**src/rtl/shifter_pkg.sv**
```systemverilog
// Shared types for the pipelined barrel shifter.
package shifter_pkg;

  typedef enum logic [1:0] {
    SHIFT_SLL = 2'b00,
    SHIFT_SRL = 2'b01,
    SHIFT_SRA = 2'b10,
    SHIFT_ROR = 2'b11
  } shift_op_e;

endpackage

```
**src/rtl/shift_stage.sv**
```systemverilog
// One combinational shift level (by 2^LEVEL) with sticky update; the last level applies saturation.
// Sticky ports exist only when SHIFTER_STICKY_EN is defined.
module shift_stage
  import shifter_pkg::*;
#(
  parameter int WIDTH = 11,
  parameter int AMT_W = $clog2(WIDTH),
  parameter int LEVEL = 0
) (
  input  logic [WIDTH-1:0] data_i,
  input  shift_op_e        op_i,
  input  logic             amt_bit_i,
  input  logic             sat_i,
`ifdef SHIFTER_STICKY_EN
  input  logic             sticky_i,
  output logic             sticky_o,
`endif
  output logic [WIDTH-1:0] data_o
);

  localparam int SH   = 1 << LEVEL;
  localparam bit LAST = (LEVEL == AMT_W - 1);

  logic [WIDTH-1:0] shifted;
  logic             force_sat;
  logic             right_op;

  assign force_sat = LAST && sat_i;
  assign right_op  = (op_i == SHIFT_SRL) || (op_i == SHIFT_SRA);

  always_comb begin
    shifted = data_i;
    if (amt_bit_i) begin
      case (op_i)
        SHIFT_SLL: shifted = data_i << SH;
        SHIFT_SRL: shifted = data_i >> SH;
        SHIFT_SRA: shifted = WIDTH'($signed(data_i) >>> SH);
        default:   shifted = {data_i[SH-1:0], data_i[WIDTH-1:SH]};
      endcase
    end
  end

  // Saturation only matters for the zero/sign-fill ops; rotate is naturally modular.
  always_comb begin
    data_o = shifted;
    if (force_sat) begin
      case (op_i)
        SHIFT_SLL, SHIFT_SRL: data_o = '0;
        SHIFT_SRA:            data_o = {WIDTH{data_i[WIDTH-1]}};
        default:              data_o = shifted;
      endcase
    end
  end

`ifdef SHIFTER_STICKY_EN
  // Under saturation every surviving bit is discarded too, so fold them in.
  always_comb begin
    sticky_o = sticky_i;
    if (right_op && amt_bit_i) sticky_o = sticky_o | (|data_i[SH-1:0]);
    if (right_op && force_sat) sticky_o = sticky_o | (|shifted);
  end
`endif

endmodule

```
**src/rtl/pipelined_barrel_shifter.sv**
```systemverilog
// Pipelined barrel shifter: one registered level per amount bit, global stall on backpressure.
// Define SHIFTER_STICKY_EN to build the sticky (discarded-bit OR) logic.
module pipelined_barrel_shifter
  import shifter_pkg::*;
#(
  parameter int WIDTH = 11,
  parameter int AMT_W = $clog2(WIDTH)
) (
  input  logic             clk,
  input  logic             rst,
  input  logic             in_valid,
  output logic             in_ready,
  input  logic [WIDTH-1:0] in_data,
  input  logic [AMT_W-1:0] in_amt,
  input  logic [1:0]       in_op,
  output logic             out_valid,
  input  logic             out_ready,
  output logic [WIDTH-1:0] out_data,
  output logic             out_sticky
);

  typedef struct packed {
    logic [WIDTH-1:0] data;
    shift_op_e        op;
    logic [AMT_W-1:0] amt;
    logic             sat;
`ifdef SHIFTER_STICKY_EN
    logic             sticky;
`endif
  } stage_t;

  // Handshake: a beat moves on in_valid && in_ready, a result leaves on out_valid && out_ready;
  // the whole pipe advances together (bubbles kept) whenever the output slot is free or draining.
  logic   adv;
  stage_t in_pl;
  stage_t stage_in  [AMT_W];
  stage_t stage_d   [AMT_W];
  stage_t stage_q   [AMT_W];
  logic   valid_q   [AMT_W];
  logic [WIDTH-1:0] lvl_data [AMT_W];
`ifdef SHIFTER_STICKY_EN
  logic             lvl_sticky [AMT_W];
`endif

  assign adv      = !valid_q[AMT_W-1] || out_ready;
  assign in_ready = adv;

  always_comb begin
    in_pl      = '0;
    in_pl.data = in_data;
    in_pl.op   = shift_op_e'(in_op);
    in_pl.amt  = in_amt;
    in_pl.sat  = {1'b0, in_amt} >= (AMT_W+1)'(WIDTH);
  end

  always_comb begin
    stage_in[0] = in_pl;
    for (int k = 1; k < AMT_W; k++) stage_in[k] = stage_q[k-1];
    for (int k = 0; k < AMT_W; k++) begin
      stage_d[k]      = stage_in[k];
      stage_d[k].data = lvl_data[k];
`ifdef SHIFTER_STICKY_EN
      stage_d[k].sticky = lvl_sticky[k];
`endif
    end
  end

  for (genvar k = 0; k < AMT_W; k++) begin : g_lvl
    shift_stage #(
      .WIDTH (WIDTH),
      .AMT_W (AMT_W),
      .LEVEL (k)
    ) u_stage (
      .data_i    (stage_in[k].data),
      .op_i      (stage_in[k].op),
      .amt_bit_i (stage_in[k].amt[k]),
      .sat_i     (stage_in[k].sat),
`ifdef SHIFTER_STICKY_EN
      .sticky_i  (stage_in[k].sticky),
      .sticky_o  (lvl_sticky[k]),
`endif
      .data_o    (lvl_data[k])
    );
  end

  always_ff @(posedge clk or posedge rst) begin
    if (rst) begin
      for (int k = 0; k < AMT_W; k++) begin
        valid_q[k] <= 1'b0;
        stage_q[k] <= '0;
      end
    end else if (adv) begin
      valid_q[0] <= in_valid;
      for (int k = 1; k < AMT_W; k++) valid_q[k] <= valid_q[k-1];
      for (int k = 0; k < AMT_W; k++) stage_q[k] <= stage_d[k];
    end
  end

  assign out_valid = valid_q[AMT_W-1];
  assign out_data  = stage_q[AMT_W-1].data;
`ifdef SHIFTER_STICKY_EN
  assign out_sticky = stage_q[AMT_W-1].sticky;
`else
  assign out_sticky = 1'b0;
`endif

endmodule

```
**config.mk**
```make
export PLATFORM = sky130hd
export DESIGN_NAME = pipelined_barrel_shifter
export DESIGN_NICKNAME = d
export VERILOG_FILES = /design/src/rtl/shifter_pkg.sv /design/src/rtl/shift_stage.sv /design/src/rtl/pipelined_barrel_shifter.sv
export SDC_FILE = /design/constraint.sdc
export NUM_CORES = 1
export LEC_CHECK = 0
export CAP_MARGIN = 25
export CORE_MARGIN = 3
export CORE_UTILIZATION = 57
export DETAILED_ROUTE_END_ITERATION = 7
export GPL_ROUTABILITY_DRIVEN = 0
export PLACE_DENSITY_LB_ADDON = 0.2
export RECOVER_POWER = 100
export SYNTH_ARGS = -nofsm -noshare
export SYNTH_HDL_FRONTEND = slang
export SYNTH_SLANG_ARGS = --single-unit
```
**constraint.sdc**
```tcl
create_clock -name clk -period 2.37 [get_ports clk]
set_input_delay 0.474 -clock clk [delete_from_list [all_inputs] [get_ports clk]]
set_output_delay 0.474 -clock clk [all_outputs]
set_load 0.02 [all_outputs]
```
==> results of run 1 <==
cell usage after synthesis, drive strengths merged:
| library cell | n |
|---|---|
| a211oi | 3 |
| a21bo | 1 |
| a21o | 25 |
| a21oi | 30 |
| a22oi | 2 |
| a31o | 1 |
| a31oi | 13 |
| and2 | 3 |
| and3 | 1 |
| buf | 18 |
| clkbuf | 8 |
| conb | 1 |
| dfrtp | 63 |
| inv | 6 |
| mux2 | 6 |
| mux2i | 21 |
| nand2 | 78 |
| nand2b | 7 |
| nand3 | 1 |
| nor2 | 14 |
| nor2b | 8 |
| o21a | 2 |
| o21ai | 47 |
| o21bai | 1 |
| o221ai | 2 |
| o22a | 3 |
| o22ai | 2 |
| or2 | 1 |
sequential cells by signal, summed over array words and instances (netlist names):
signal	count
stage_d	15
out_valid	1
stage_in	33
out_data	11
valid_q	3
power breakdown:
group          switching [W]  total [W]  internal, W
sequential          0.000584    0.00214      0.00155
clock               0.000420   0.000937     0.000517
combinational        0.00102    0.00197     0.000953
layout by cell type, fill, tap and decap left out, drive strengths merged, types with 2 or more instances in the layout:
cell,n
mux2,6
mux2i,21
inv,7
and2,3
dfrtp,63
clkinvlp,2
nor2,14
o22ai,2
o22a,3
o21a,2
a22oi,2
a211oi,3
buf,3
a31oi,13
clkinv,2
nand2,78
dlygate4sd3,14
nand2b,7
o21ai,47
nor2b,8
a21o,25
clkdlybuf4s50,19
a21oi,30
clkbuf,12
o221ai,2
cells by family after synthesis:
family,share of synthesized area [%]
flops,46.61
simple gates,14.72
mux,8.324
other cells,0.1109
buf+inv,5.513
compound gates,24.71
critical path, cell delays in order:
cell and delay [ns]:
clkdlybuf4s50_1 0.51, nor2b_4 0.06, inv_6 0.05, clkdlybuf4s50_1 0.59
worst max path at each step:
stage / startpoint / to / cells past startpoint
finish: out_ready / in_ready / 4
detailed placement: out_ready / in_ready / 4
global placement: out_ready / in_ready / 4
global route: out_ready / in_ready / 4
floorplan: rst / out_data[0] / 1
CTS: out_ready / in_ready / 4
area by class of cell:
cell class | instances | area (µm²)
Clock buffer | 10 | 137.6
Clock inverter | 6 | 67.56
Fill cell | 456 | 1748
Inverter | 6 | 27.53
Multi-Input combinational cell | 273 | 1599
Sequential cell | 63 | 1577
Tap cell | 72 | 90.09
Timing Repair Buffer | 38 | 361.6
stage by stage:
step	area, µm²	total power, W	setup slack, ns	utilization [%]
after global placement	3686	0.004149	0.2205	65.73
after floorplan	3382	0.003670	0.3263	-
after CTS	3891	0.005178	0.2125	69.39
after global routing	3860	0.005450	0.1742	68.83
final	3860	0.005046	0.2169	68.83
after detailed placement	3686	0.004228	0.2200	65.73
layer usage:
layer | GRT usage (%) | routed length [µm] | vias up
met5 | 0 | 0 | -
met4 | 7.578 | 107 | 0
met3 | 6.746 | 332 | 11
met2 | 34.62 | 3417 | 69
met1 | 25.03 | 2920 | 1263
li1 | - | - | 1329
==> results.yml, run 1 <==
clock_tree:
  cts.sink_count: 63
  ctsHoldBuffers: 0
  post_cts_buffers: 0
  cts_tree: "done"
  cts-root-buf: "clkbuf_8"
  insertion_delay_ns: 0.34
  cts-resized-gates: 0
  numCtsBuffers: 9
  clkTransAtPathRegs_ns: 0.07
  clk_path_buf_depth: 2
  h-tree-depth: 3
route:
  wl_per_cell_um: 14.48
  wl_mm: 6.778
  drtIter0Drc: 148
  firstDrtPassIters: 4
  drtAntennaViolNets: 0
  viasPerCell: 5.709
  route.detailed.drc: 0
  via_count: 2672
global_routing:
  grt_max_degree: 64
  gr-total-overflow: 0
  track_usage_pct: 20.74
  antenna_found_initial: 0
  grt_pass1_wl_mm: 11.65
  grt_pass1_vias: 2496
setup_path:
  worst_r2r_path_depth: 5
  worstPathArrival_ns: 1.68
  worstSetupStartpointType: "input pin"
  end_kind: "output pin"
  reg2reg_from: "out_valid"
  ff2ff_setup_slack_ns: 0.65
  setup.worst_path.class: "in -> out"
  cp_max_fo: 2
  cp_data_required_time_ns: 1.90
  timing.rr.end: "out_data[0]"
timing:
  setup-violations-final: 0
  maxSlewViolCount: 0
  fmax_mhz: 464.4
  hold_slack_ns: 0.4723
  tightest_slew_ns: 1.273
  slew_headroom_pct: 15.13
  setup_tns_ns: 0
  timing_hold_violations_final: 0
  grt_setup_unrepaired: "false"
  period_share_pct: 90.85
  finalClockSkew_ns: 0.01203
  period_minus_slack_ns: 2.153
placement:
  portBuffers: 33
  dp_cells: 452
  dp_hpwl_mm: 4.713
floorplanning:
  core_mm2: 0.005608
  initial_core_util_pct: 60.31
  die_w_um: 83.03
  die_h_um: 83.03
  rows: 27
  design.die.area_mm2: 0.006894
  boundaryPins: 35
layout:
  nets: 412
  area_delta_synth_final_pct: 14.13
  fin_cells: 468
  drive_gt1_share_pct: 8.586
  insertedDiodeCount: 0
synthesis:
  synthTopCellsByArea: "dfrtp_1 (47%), nand2_1 (8.7%), mux2i_1 (6.2%)"
  synth_area_leader_cell: "dfrtp_1"
  yosysUniqueCellTypes: 41
  synth_seq_cells: 63
  ys_warn_count: 0
  postSynthCellCount: 368
  synth.avg_cell_area_um2: 9.190
  netlist_area_mm2: 0.003382
  synth_top_area_share_pct: 46.61
  yosysSeqAreaShare_pct: 46.61
  synthesis.nets: 389
pwr:
  ir_drop_mv: 0.7890
  p_leak_nw: 1.773
  power.density_mw_per_mm2: 1307
job:
  cap_violations: 0
worst_hold_path:
  hp-start: "stage_d[22]"
  hold-path-cell-count: 2
  hold_class: "reg -> reg"
  min_to: "stage_d[22]"
run_status:
  status: "finished clean"
(Power assumes the default switching activity.)
==> inputs of run 2 (changes only) <==
- GPL_ROUTABILITY_DRIVEN: 0 -> not set
==> results of run 2 <==
No change in the layout: final DEF, timing and power equal those of run 1.
